[config.mk]
export PLATFORM = sky130hd
export DESIGN_NAME = rd_fwft_buffer
export DESIGN_NICKNAME = d
export VERILOG_FILES = /design/src/rtl/rd_fwft_buffer.sv
export SDC_FILE = /design/constraint.sdc
export NUM_CORES = 1
export LEC_CHECK = 0
export ABC_AREA = 1
export BUFFER_PORTS_ARGS = -buffer_cell sky130_fd_sc_hd__buf_4
export CAP_MARGIN = 20
export CORE_MARGIN = 2
export CORE_UTILIZATION = 46
export CTS_CLUSTER_SIZE = 16
export DETAILED_ROUTE_END_ITERATION = 8
export PLACE_DENSITY = 0.74
export SKIP_LAST_GASP = 1
export SYNTH_ARGS = -nofsm -noshare
export SYNTH_HDL_FRONTEND = slang
export SYNTH_SLANG_ARGS = --single-unit
[constraint.sdc]
create_clock -name rclk -period 1.1 [get_ports rclk]
set_input_delay 0.055 -clock rclk [delete_from_list [all_inputs] [get_ports rclk]]
set_output_delay 0.055 -clock rclk [all_outputs]
set_load 0.03 [all_outputs]
[src/rtl/rd_fwft_buffer.sv]
// Read-side first-word-fall-through output stage of the async FIFO.
// Pulls words from the FIFO memory whenever there is room and presents
// them to the consumer as a valid/ready stream. A head register drives
// out_data and a skid register catches the word that was already being
// read when the consumer stalled, so rinc never depends on out_ready.
module rd_fwft_buffer #(
  parameter int DATA_SIZE = 8
) (
  input  logic                 rclk,
  input  logic                 rrst_n,
  input  logic                 rempty,
  input  logic [DATA_SIZE-1:0] rdata,
  output logic                 rinc,
  input  logic                 rflush,
  output logic                 out_valid,
  input  logic                 out_ready,
  output logic [DATA_SIZE-1:0] out_data,
  output logic [1:0]           out_count
);

  localparam logic [1:0] CNT_ZERO = 2'd0;
  localparam logic [1:0] CNT_ONE  = 2'd1;
  localparam logic [1:0] CNT_TWO  = 2'd2;

  logic [1:0]           count_q, count_d;
  logic [DATA_SIZE-1:0] head_q,  head_d;
  logic [DATA_SIZE-1:0] skid_q,  skid_d;
  logic                 push;
  logic                 pop;

  // Read strobe and handshake decode; rinc is held low while in reset so
  // the read pointer cannot advance before the buffer is live.
  always_comb begin
    rinc      = rrst_n & ~rempty & (count_q != CNT_TWO) & ~rflush;
    push      = rinc;
    out_valid = (count_q != CNT_ZERO);
    pop       = out_valid & out_ready;
    out_data  = head_q;
    out_count = count_q;
  end

  // Next-state for occupancy and the two word registers; a flush only
  // empties the count, the register contents become don't-care.
  always_comb begin
    count_d = count_q;
    head_d  = head_q;
    skid_d  = skid_q;
    if (rflush) begin
      count_d = CNT_ZERO;
    end else begin
      unique case (count_q)
        CNT_ZERO: begin
          if (push) begin
            head_d  = rdata;
            count_d = CNT_ONE;
          end
        end
        CNT_ONE: begin
          if (push && !pop) begin
            skid_d  = rdata;
            count_d = CNT_TWO;
          end else if (push && pop) begin
            head_d  = rdata;
            count_d = CNT_ONE;
          end else if (!push && pop) begin
            count_d = CNT_ZERO;
          end
        end
        CNT_TWO: begin
          // push cannot occur here because rinc is gated on count_q != 2
          if (pop) begin
            head_d  = skid_q;
            count_d = CNT_ONE;
          end
        end
        default: begin
          count_d = CNT_ZERO;
        end
      endcase
    end
  end

  // State registers, cleared asynchronously so a mid-transfer reset drops
  // out_valid without waiting for a clock edge.
  always_ff @(posedge rclk or negedge rrst_n) begin
    if (!rrst_n) begin
      count_q <= CNT_ZERO;
      head_q  <= '0;
      skid_q  <= '0;
    end else begin
      count_q <= count_d;
      head_q  <= head_d;
      skid_q  <= skid_d;
    end
  end

endmodule

==> results of run 1 <==
registers in the layout, indices dropped and copies added (netlist names):
register	flops
out_count	2
skid_q	8
out_data	8
cell families (layout without fill, tap and decap cells):
group | count (synthesis) | in the layout
AOI/OAI and AO/OA | 20 | 20
DFF | 18 | 18
buffers and inverters | 17 | 62
and+or+nand+nor | 56 | 59
path summary, 6_finish.rpt:
kind                                           from                        to  slack (ns)
min in group asynchronous                    rrst_n  out_count[0]$_DFFE_PN0P_        0.11
max                        out_count[1]$_DFFE_PN0P_   out_data[0]$_DFFE_PN0P_       -0.27
max in group asynchronous                    rrst_n   out_data[6]$_DFFE_PN0P_        0.63
max reg2reg                out_count[1]$_DFFE_PN0P_   out_data[0]$_DFFE_PN0P_       -0.27
min                                        rdata[6]     skid_q[6]$_DFFE_PN0P_        0.02
min reg2reg                 out_data[7]$_DFFE_PN0P_   out_data[7]$_DFFE_PN0P_        0.49
metal layers:
metal / vias to the layer above / part of all wire (%) / GRT usage, %
li1: 453 / - / -
met1: 489 / 41 / 31.8
met2: 40 / 51 / 40.5
met3: 9 / 4.8 / 4.24
met4: 0 / 2.3 / 9.72
met5: - / 0 / 0
final cells by class:
| cell class | instances | area, sq um |
|---|---|---|
| multi-input cells | 79 | 563 |
| fillers | 117 | 419 |
| flip-flops and latches | 18 | 453 |
| inverters | 14 | 52.6 |
| well taps | 27 | 33.8 |
| repair buffers | 44 | 404 |
| clock buffers | 4 | 36.3 |
critical path, stage by stage (launching register included):
cell	delay, ns
sky130_fd_sc_hd__dfrtp_2	0.45
sky130_fd_sc_hd__buf_4	0.15
sky130_fd_sc_hd__o21ai_2	0.06
sky130_fd_sc_hd__nand2_2	0.09
sky130_fd_sc_hd__nor2_4	0.21
sky130_fd_sc_hd__buf_6	0.18
sky130_fd_sc_hd__nand3_2	0.09
sky130_fd_sc_hd__nand2_2	0.08
power breakdown:
group	switching (W)	total [W]	internal (W)
Clock	0.000215	0.000417	0.000202
Combinational	0.00103	0.00176	0.000735
Sequential	0.000205	0.00116	0.000956
Total	0.00145	0.00334	0.00189
what timing repair did:
| item | CTS | global route |
|---|---|---|
| buffers inserted | 7 | 3 |
| hold buffers | 1 | 0 |
| endpoints found under the hold margin | 18 | 0 |
| gates resized for setup | 33 | 6 |
| pin swaps | 10 | 4 |
| setup endpoints to repair | 20 | 21 |
| cloned | 3 | 0 |
Yosys cell counts:
cell	instances	area share [%]
sky130_fd_sc_hd__nand3_2	1	1.1
sky130_fd_sc_hd__nand2_4	2	2.4
sky130_fd_sc_hd__nand3_1	8	4.2
sky130_fd_sc_hd__nor2_4	2	2.4
sky130_fd_sc_hd__o21ai_2	8	7.4
sky130_fd_sc_hd__o21ai_0	9	4.7
sky130_fd_sc_hd__buf_6	3	3.5
sky130_fd_sc_hd__o21ai_1	2	1.1
sky130_fd_sc_hd__dfrtp_1	18	47
sky130_fd_sc_hd__inv_2	1	0.39
sky130_fd_sc_hd__inv_1	13	5.1
sky130_fd_sc_hd__nor2_2	4	2.6
sky130_fd_sc_hd__nand3_4	1	1.8
sky130_fd_sc_hd__nand2_1	37	15
sky130_fd_sc_hd__a21oi_2	1	0.92
sky130_fd_sc_hd__nor3_1	1	0.53
stage by stage:
stage / hold slack, ns / power [W] / cells / TNS, ns / utilization [%]
after global routing: 0.00108 / 0.00351 / 186 / -5.93 / 78.6
after CTS: 0.0233 / 0.00320 / 183 / -3.71 / 76.0
after floorplan: -0.241 / 0.00202 / 111 / -3.03 / -
after global placement: -0.144 / 0.00248 / 168 / -2.53 / 63.0
final: 0.0175 / 0.00334 / 186 / -4.77 / 78.6
after detailed placement: -0.144 / 0.00251 / 168 / -3.14 / 63.0
==> impl_summary.log, run 1 <==
[metrics] count of TritonRoute iterations in the first routing pass: 4
[metrics] ANT cells: 0
[metrics] row count: 16
[metrics] Congestion Overflow GR: 0
[metrics] largest family of logic cells by synthesized area: simple AND/OR/NAND/NOR gates
[metrics] kind of critical path: flip-flop to flip-flop
[metrics] maximum number of pins on one net before global-route repair: 13
[metrics] gate count of the mapped netlist: 111
[metrics] library cell used as clock root buffer: sky130_fd_sc_hd__clkbuf_4
[metrics] number of CTS-inserted buffers: 3
[metrics] count of endpoints failing hold in the final timing report: 0
[metrics] power per unit of standard cell area: 2170 mW/mm^2
[metrics] count of routing violations after the opening detailed-route iteration: 20
[metrics] maximum clock path buffer count: 2
[metrics] unrepaired setup endpoints after global routing: yes
[metrics] register area share after synthesis: 47.3%
[metrics] net count of the mapped netlist: 124
[metrics] Static Leakage: 0.755 nW
[metrics] leading cell types in the layout, fill and taps excluded: sky130_fd_sc_hd__buf_4 (32), sky130_fd_sc_hd__nand2_1 (27), sky130_fd_sc_hd__dfrtp_1 (16)
[metrics] arithmetic-cell share of the synthesized area counting full adders, half adders and majority gates: 0%
[metrics] DRC violations left: 0
[metrics] number of synthesized register bits: 18
[metrics] total length of routed wires: 2.87 mm
[metrics] die height: 49.5 um
[metrics] top-level port count: 25
[metrics] clock latency on the worst-skew pair: 0.30 ns
[metrics] synthesized-area fraction occupied by and/or/nand/nor cells: 29.6%
[metrics] data arrival time of the critical path: 1.61 ns
[metrics] layout cells sized above 1: 60.4%
[metrics] Vias: 991
[metrics] wire length of the first global-routing pass: 4.41 mm
[metrics] detailed-route vias per instance: 5.33
[metrics] die span in x: 49.5 um
[metrics] max-slew violations: 0
[metrics] antenna-violating nets left: 0
[metrics] final net count: 173
[metrics] Max Clk Rate: 731 MHz
[metrics] warnings from Yosys: 0
[metrics] detail-routed net length per standard cell: 15.4 um
[metrics] number of distinct library cells after synthesis: 16
[metrics] max-slew headroom at the worst pin: 83.4%
[metrics] result of the run: finished, violations left
[metrics] Total Die Area: 0.00245 sq mm
[metrics] CTS clk-pin slew, worst paths: 0.10 ns
[metrics] VDD IR max: 0.00117 V
[metrics] starting density of the core: 48.5%
[metrics] min cycle time layout: 1.37 ns
[metrics] share of synthesized area spent on multiplexers: 0%
[metrics] final worst path period share: 124%
[metrics] dpl hpwl: 1.44 mm
[metrics] most common cell after layout, fill and taps aside: sky130_fd_sc_hd__buf_4
[metrics] Placed Area: 0.00124 sq mm
[metrics] CP required: 1.35 ns
[metrics] max_cap viols: 0
[metrics] final instance area: 0.00154 sq mm
[metrics] worst setup slack before clock tree synthesis: -0.200 ns
[metrics] Clock Skews: 0.00163 ns
[metrics] total setup violations reported at the end of the flow: 21
[metrics] area share of xor/xnor cells in the synthesized design: 0%
[metrics] worst slew pin tran: 0.247 ns
[metrics] Hold WC Path Type: input pin to flip-flop
[metrics] Synth Cell Area: 952 sq um
[metrics] violations in the final reports: setup timing
[metrics] last weighted congestion value of the routability-driven placer: 0.853
[metrics] synthesized area per cell: 8.58 sq um
[metrics] H-tree levels: 1
[metrics] crit end category: flip-flop
[metrics] Port Buf Inserts: 24
[metrics] Core ar.: 0.00196 sq mm
[metrics] synthesis-to-layout area growth: 62.0%
[metrics] GRT Overall Usage: 24.4%
[metrics] clock sink total: 18
[metrics] initial antenna violation count: 0
[metrics] startpoint class of the critical path: flip-flop
[metrics] number of stages on the worst hold path: 3
[metrics] clock tree from TritonCTS: built
[metrics] worst setup slack after layout: -0.268 ns
[metrics] worst reg2reg path depth: 7
[metrics] via count of the first global-routing pass: 901
[metrics] maximum fanout along the worst path: 6
[metrics] Compound-Gate Fraction of Synth Area: 14.1%
Note: power is estimated with default switching activity, not from simulation.
==> run 2, diff against run 1 <==
--- a/config.mk
+++ b/config.mk
@@ -5,14 +5,14 @@
 export SDC_FILE = /design/constraint.sdc
 export NUM_CORES = 1
 export LEC_CHECK = 0
-export ABC_AREA = 1
 export BUFFER_PORTS_ARGS = -buffer_cell sky130_fd_sc_hd__buf_4
 export CAP_MARGIN = 20
 export CORE_MARGIN = 2
-export CORE_UTILIZATION = 46
+export CORE_UTILIZATION = 44
 export CTS_CLUSTER_SIZE = 16
 export DETAILED_ROUTE_END_ITERATION = 8
-export PLACE_DENSITY = 0.74
+export PLACE_DENSITY = 0.72
+export SETUP_SLACK_MARGIN = 0.3
 export SKIP_LAST_GASP = 1
 export SYNTH_ARGS = -nofsm -noshare
 export SYNTH_HDL_FRONTEND = slang
==> run 2 against run 1 <==
Compared with the run above: the flow finishes with violations (hold timing, setup timing); core utilization up 2.0 points; synthesized cell count down 37%; die area down 4.7%; fmax down 8.3%; area after synthesis down 9.2%; critical path depth down 5; cell count down 16%; combinational power down 59%; global-route usage down 4.0 points; register-to-register slack worse by 0.12 ns; clock power about the same; via count down 22%; critical path type unchanged; largest cell class is now buffers; highest routed layer unchanged.
==> impl_summary.log, run 2 <==
[metrics] result of the run: finished, violations left
[metrics] violations in the final reports: hold timing, setup timing
[metrics] Vias: 777
[metrics] row count: 16
[metrics] clock sink total: 18
[metrics] start point of the critical path: out_count[1]$_DFFE_PN0P_
[metrics] DRC violations left: 0
[metrics] count of TritonRoute iterations in the first routing pass: 4
[metrics] crit end category: flip-flop
[metrics] warnings from Yosys: 0
[metrics] top flip-flop cell by instance count after synthesis: sky130_fd_sc_hd__dfrtp_1
[metrics] area used by multi-input combinational logic: 484 sq um
[metrics] CP required: 1.29 ns
[metrics] final core utilization: 80.7%
[metrics] Hold WC Path Type: input pin to async pin
[metrics] Switching Fraction: 31.0%
[metrics] leading cell types by count after synthesis: sky130_fd_sc_hd__dfrtp_1 (18), sky130_fd_sc_hd__nand2_1 (10), sky130_fd_sc_hd__mux2_4 (8), sky130_fd_sc_hd__mux2i_1 (8), sky130_fd_sc_hd__o21ai_0 (6)
[metrics] VDD IR max: 0.00108 V
[metrics] clock tree from TritonCTS: built
[metrics] final net count: 143
[metrics] GRT Overall Usage: 20.5%
[metrics] Congestion Overflow GR: 0
[metrics] wire length of the first global-routing pass: 3.48 mm
[metrics] number of CTS-inserted buffers: 3
[metrics] net count of the mapped netlist: 83
[metrics] Port Buf Inserts: 24
[metrics] max-slew violations: 0
[metrics] biggest area contributors in the synthesized netlist: sky130_fd_sc_hd__dfrtp_1 (52%), sky130_fd_sc_hd__mux2_4 (14%), sky130_fd_sc_hd__mux2i_1 (9.3%)
[metrics] share of total power in the clock network: 21.0%
[metrics] Filler cells: 98
[metrics] Synth area leader: sky130_fd_sc_hd__dfrtp_1
[metrics] Clock Skews: 0.000671 ns
[metrics] maximum fanout along the worst path: 5
[metrics] maximum clock path buffer count: 2
[metrics] maximum number of pins on one net before global-route repair: 20
[metrics] register area share after synthesis: 52.1%
[metrics] Total Die Area: 0.00234 sq mm
[metrics] worst slew pin tran: 0.246 ns
[metrics] CTS clk-pin slew, worst paths: 0.11 ns
[metrics] count of routing violations after the opening detailed-route iteration: 8
[metrics] library cell used as clock root buffer: sky130_fd_sc_hd__clkbuf_4
[metrics] gate count of the mapped netlist: 70
[metrics] Synth Cell Area: 865 sq um
[metrics] number of synthesized register bits: 18
[metrics] detailed-route vias per instance: 4.98
[metrics] synthesis-to-layout area growth: 77.4%
[metrics] worst setup slack after layout: -0.392 ns
[metrics] share of total power in sequential cells: 43.1%
[metrics] Sw Pwr: 0.000622 W
[metrics] capture instance of the worst register-to-register path: skid_q[7]$_DFFE_PN0P_
[metrics] die height: 48.3 um
[metrics] detail-routed net length per standard cell: 15.6 um
[metrics] power per unit of standard cell area: 1310 mW/mm^2
[metrics] worst setup slack before clock tree synthesis: -0.397 ns
[metrics] kind of critical path: flip-flop to flip-flop
[metrics] number of distinct library cells after synthesis: 21
[metrics] total length of routed wires: 2.44 mm
[metrics] most common cell after layout, fill and taps aside: sky130_fd_sc_hd__buf_4
[metrics] ANT cells: 0
[metrics] top-level port count: 25
[metrics] post-synth top area share: 52.1%
[metrics] timing endpoint of the critical path: skid_q[7]$_DFFE_PN0P_
[metrics] H-tree levels: 1
[metrics] unrepaired setup endpoints after global routing: yes
[metrics] min cycle time layout: 1.49 ns
[metrics] startpoint class of the critical path: flip-flop
[metrics] clock latency on the worst-skew pair: 0.30 ns
[metrics] Pint: 0.00138 W
[metrics] last weighted congestion value of the routability-driven placer: 0.742
[metrics] layout cells sized above 1: 66.7%
[metrics] data arrival time of the critical path: 1.68 ns
[metrics] most used standard cell by instance count after synthesis: sky130_fd_sc_hd__dfrtp_1
[metrics] max_cap viols: 0
[metrics] antenna-violating nets left: 0
[metrics] total setup violations reported at the end of the flow: 21
[metrics] Core ar.: 0.00190 sq mm
[metrics] final worst path period share: 136%
[metrics] count of endpoints failing hold in the final timing report: 18
[metrics] die span in x: 48.3 um
[metrics] Max Clk Rate: 670 MHz
[metrics] worst reg2reg path depth: 2
[metrics] via count of the first global-routing pass: 677
[metrics] Hold Slack: -0.277 ns
[metrics] launching point of the worst reg2reg path: out_count[1]$_DFFE_PN0P_
[metrics] setup slack, reg-to-reg: -0.39 ns
[metrics] combinational cell fraction of total power: 35.9%
[metrics] leading cell types in the layout, fill and taps excluded: sky130_fd_sc_hd__buf_4 (29), sky130_fd_sc_hd__buf_6 (20), sky130_fd_sc_hd__dfrtp_1 (16)
[metrics] Static Leakage: 0.740 nW
[metrics] initial antenna violation count: 0
[metrics] synthesized area per cell: 12.4 sq um
[metrics] dpl hpwl: 1.22 mm
[metrics] async set-reset flop share out of synthesis: 100%
[metrics] count of flip-flops with a built-in enable after synthesis: 0
[metrics] max-slew headroom at the worst pin: 83.6%
[metrics] starting density of the core: 45.5%
[metrics] area of all sequential standard cells: 453 sq um
[run 2: cell count changes in the layout (fill, tap and decap cells not counted), moves of 8 or more]
| cell | change |
|---|---|
| sky130_fd_sc_hd__buf_6 | +13 |
| sky130_fd_sc_hd__o21ai_2 | -9 |
| sky130_fd_sc_hd__mux2i_1 | +8 |
| sky130_fd_sc_hd__inv_1 | -10 |
| sky130_fd_sc_hd__mux2_4 | +8 |
| sky130_fd_sc_hd__nand2_1 | -24 |
[run 2: worst min path at each step]
stage / from / to / slack (ns) / depth (start not counted)
after floorplan: rrst_n / out_count[0]$_DFFE_PN0P_ / -0.24 / 0
after global placement: rrst_n / out_data[6]$_DFFE_PN0P_ / 0.05 / 2
after detailed placement: rrst_n / out_data[6]$_DFFE_PN0P_ / 0.05 / 2
after CTS: rrst_n / skid_q[5]$_DFFE_PN0P_ / -0.26 / 2
after global routing: rrst_n / out_data[1]$_DFFE_PN0P_ / -0.28 / 2
final: rrst_n / out_data[6]$_DFFE_PN0P_ / -0.28 / 2
[run 2: layout make-up]
| cell class | instances | area share [%] |
|---|---|---|
| multi-input cells | 49 | 31.6 |
| flip-flops and latches | 18 | 29.5 |
| well taps | 27 | 2.20 |
| clock buffers | 4 | 2.37 |
| inverters | 1 | 0.245 |
| repair buffers | 57 | 34.1 |
[run 2: kinds of logic (layout without fill, tap and decap cells)]
kind of cell           count (synthesis)  after routing  share of synthesized area (%)
multiplexers                          18             18                           25.8
AO/OA/AOI/OAI                         10             10                           6.22
buffers and inverters                  4             62                           2.89
flip-flops                            18             18                           52.1
AND/OR/NAND/NOR                       20             21                           13.0
[run 2: worst max-delay path: stages, from the launching register on]
cell and delay, ns:
sky130_fd_sc_hd__dfrtp_2 0.45, sky130_fd_sc_hd__or4_4 0.61, sky130_fd_sc_hd__mux2_4 0.33
[run 2: power groups by stage]
stage          combinational, W  sequential, W  clock (W)
2_1_floorplan          0.000176       0.000965          0
3_3_place_gp           0.000493       0.000851          0
3_5_place_dp           0.000502       0.000854          0
4_1_cts                0.000601       0.000855   0.000410
5_1_grt                0.000758       0.000874   0.000470
6_report               0.000719       0.000863   0.000420
[run 2: layer usage]
layer	vias up	routed length (um)	global-route usage, %
li1	367	-	-
met3	6	67	4.63
met2	18	1210	31.5
met1	386	1100	27.5
met5	-	0	0
met4	0	64	10.0
[run 2: what timing repair did]
action,in CTS,in global routing
endpoints found under the hold margin,23,21
cloned,1,1
setup buffers,5,7
hold buffers,5,3
setup endpoints to repair,30,30
gates resized for setup,34,14
pin swaps,8,1
[run 2: stage by stage]
step	hold WS (ns)	power, W	instance area [sq um]	std cells	setup TNS [ns]
2_1_floorplan	-0.241	0.00114	876	70	-6.68
3_3_place_gp	0.0527	0.00134	1150	130	-5.36
3_5_place_dp	0.0549	0.00136	1150	130	-5.99
4_1_cts	-0.262	0.00187	1410	145	-5.60
5_1_grt	-0.278	0.00210	1530	156	-7.33
6_report	-0.277	0.00200	1530	156	-6.43
==> run 3, diff against run 2 <==
--- a/config.mk
+++ b/config.mk
@@ -8,10 +8,11 @@
 export BUFFER_PORTS_ARGS = -buffer_cell sky130_fd_sc_hd__buf_4
 export CAP_MARGIN = 20
 export CORE_MARGIN = 2
-export CORE_UTILIZATION = 44
+export CORE_UTILIZATION = 50
 export CTS_CLUSTER_SIZE = 16
 export DETAILED_ROUTE_END_ITERATION = 8
-export PLACE_DENSITY = 0.72
+export MAX_ROUTING_LAYER = met4
+export PLACE_DENSITY = 0.77
 export SETUP_SLACK_MARGIN = 0.3
 export SKIP_LAST_GASP = 1
 export SYNTH_ARGS = -nofsm -noshare
==> constraint.sdc (replaced) <==
create_clock -name rclk -period 1.8 [get_ports rclk]
set_input_delay 0.09 -clock rclk [delete_from_list [all_inputs] [get_ports rclk]]
set_output_delay 0.09 -clock rclk [all_outputs]
set_load 0.03 [all_outputs]
==> run 3 against run 2 <==
Compared with the run above: the run now ends clean; total power fell by 46%; sequential share of layout area increased by 8.5 points; via count down 18%; setup slack improved by 0.64 ns; combinational power is 57% lower; cell count shrank 23%; fmax fell by 3.9%; count of clock-buffer cells in the layout unchanged; sequential power down 40%; final area decreased by 22%; first-iteration DRC count is 63% lower; non-clock buffer count shrank 26; highest routed layer unchanged.
==> impl_summary.log, run 3 (synthesis results as in run 2) <==
[metrics] max-slew violations: 0
[metrics] Core ar.: 0.00167 sq mm
[metrics] final worst path period share: 86.3%
[metrics] clock sink total: 18
[metrics] Placed Area: 0.00107 sq mm
[metrics] wire length of the first global-routing pass: 2.90 mm
[metrics] data arrival time of the critical path: 1.73 ns
[metrics] critical-path cell with the highest stage delay: sky130_fd_sc_hd__or4_4
[metrics] maximum number of pins on one net before global-route repair: 19
[metrics] initial antenna violation count: 0
[metrics] starting density of the core: 51.8%
[metrics] Clock Skews: 0.000748 ns
[metrics] layout cells sized above 1: 54.4%
[metrics] dpl hpwl: 1.24 mm
[metrics] setup TNS: 0 ns
[metrics] clock tree from TritonCTS: built
[metrics] worst setup slack after layout: 0.247 ns
[metrics] Filler cells: 121
[metrics] worst stage delay on the critical path: 0.60 ns
[metrics] H-tree levels: 1
[metrics] VDD IR max: 0.000592 V
[metrics] detailed-route vias per instance: 5.32
[metrics] final core utilization: 71.4%
[metrics] final net count: 117
[metrics] Hold WC Path Type: input pin to flip-flop
[metrics] wire length on met1: 861 um
[metrics] power per unit of standard cell area: 904 mW/mm^2
[metrics] met2 layer wire length in the routed design: 1.06 mm
[metrics] count of endpoints failing hold in the final timing report: 0
[metrics] Static Leakage: 0.592 nW
[metrics] CP required: 1.98 ns
[metrics] clock latency on the worst-skew pair: 0.29 ns
[metrics] total length of routed wires: 1.99 mm
[metrics] area of all sequential standard cells: 453 sq um
[metrics] last weighted congestion value of the routability-driven placer: 0.794
[metrics] met3 WL post-DR: 57 um
[metrics] number of CTS-inserted buffers: 3
[metrics] final instance area: 0.00119 sq mm
[metrics] Total Die Area: 0.00208 sq mm
[metrics] die span in x: 45.6 um
[metrics] area used by multi-input combinational logic: 439 sq um
[metrics] crit end category: flip-flop
[metrics] library cell used as clock root buffer: sky130_fd_sc_hd__clkbuf_4
[metrics] startpoint class of the critical path: flip-flop
[metrics] Congestion Overflow GR: 0
[metrics] antenna-violating nets left: 0
[metrics] DRC violations left: 0
[metrics] Port Buf Inserts: 24
[metrics] max_cap viols: 0
[metrics] result of the run: complete, no violations
[metrics] maximum clock path buffer count: 2
[metrics] ANT cells: 0
[metrics] leading cell types in the layout, fill and taps excluded: sky130_fd_sc_hd__buf_4 (29), sky130_fd_sc_hd__dfrtp_1 (16), sky130_fd_sc_hd__nand2_1 (10)
[metrics] total setup violations reported at the end of the flow: 0
[metrics] max-slew headroom at the worst pin: 73.8%
[metrics] count of TritonRoute iterations in the first routing pass: 4
[metrics] die height: 45.6 um
[metrics] CTS clk-pin slew, worst paths: 0.10 ns
[metrics] highest routing layer actually used: met4
[metrics] worst setup slack before clock tree synthesis: 0.0360 ns
[metrics] most common cell after layout, fill and taps aside: sky130_fd_sc_hd__buf_4
[metrics] min cycle time layout: 1.55 ns
[metrics] count of routing violations after the opening detailed-route iteration: 3
[metrics] worst slew pin tran: 0.392 ns
[metrics] synthesis-to-layout area growth: 37.9%
[metrics] maximum fanout along the worst path: 5
[metrics] crit-path cells: nand2b_4 -> or4_4 -> mux2_4
[metrics] GRT Overall Usage: 21.0%
[metrics] row count: 15
[metrics] detail-routed net length per standard cell: 16.6 um
[metrics] Vias: 638
[metrics] kind of critical path: flip-flop to flip-flop
[metrics] top-level port count: 25
[metrics] Max Clk Rate: 644 MHz
[metrics] via count of the first global-routing pass: 601
[metrics] unrepaired setup endpoints after global routing: yes
run 3: cell count changes in the layout (fill, tap and decap cells not counted), sizes merged:
cell,change
dlygate4sd3,-7
buf,-19
run 3: worst max-delay path: cells and delay by family (launching register included):
family,cells,cell delay [ns]
muxes,1,0.34
DFF,1,0.43
and+or+nand+nor,2,0.68
run 3: where the power goes:
part / leakage [nW] / switching [W] / internal, W
clock network: 0.0210 / 0.000124 / 0.000123
logic: 0.342 / 0.000161 / 0.000150
registers: 0.229 / 0.0000441 / 0.000475
total: 0.592 / 0.000329 / 0.000749
run 3: metal layers:
layer,vias to the layer above,GRT usage (%)
met1,311,27.3
met4,0,8.82
li1,313,-
met5,-,-
met3,2,3.57
met2,12,32.4
run 3: through the flow:
step | total power, W | std cells | hold WS [ns]
after floorplan | 0.000697 | 70 | -0.206
after global placement | 0.000807 | 110 | 0.106
after detailed placement | 0.000821 | 110 | 0.106
after CTS | 0.00107 | 116 | -0.000440
after global routing | 0.00112 | 120 | 0.0256
final | 0.00108 | 120 | 0.0224
run 3: final timing paths:
| path | startpoint | to | slack (ns) | cells past startpoint |
|---|---|---|---|---|
| min in group asynchronous | rrst_n | skid_q[6]$_DFFE_PN0P_ | 0.34 | 3 |
| setup reg to reg | out_count[0]$_DFFE_PN0P_ | skid_q[2]$_DFFE_PN0P_ | 0.25 | 3 |
| hold / removal | rflush | out_count[0]$_DFFE_PN0P_ | 0.02 | 2 |
| max in group asynchronous | rrst_n | out_count[0]$_DFFE_PN0P_ | 1.25 | 3 |
| setup / recovery | out_count[0]$_DFFE_PN0P_ | skid_q[2]$_DFFE_PN0P_ | 0.25 | 3 |
| hold reg to reg | out_data[6]$_DFFE_PN0P_ | out_data[6]$_DFFE_PN0P_ | 0.50 | 2 |
run 3: area by class of cell:
class | count | share of cell area [%]
timing repair buffer | 31 | 20.0
sequential | 18 | 38.0
inverter | 1 | 0.315
tap | 17 | 1.78
multi-input combinational | 49 | 36.8
clock buffer | 4 | 3.04
run 3: repair_timing:
item | in CTS | in global routing
hold endpoints to repair | 19 | 0
cloned | 1 | 0
pin swaps | 1 | 1
buffers inserted | 0 | 4
gates resized for setup | 2 | 7
setup endpoints to repair | 16 | 15
hold buffers | 1 | 0
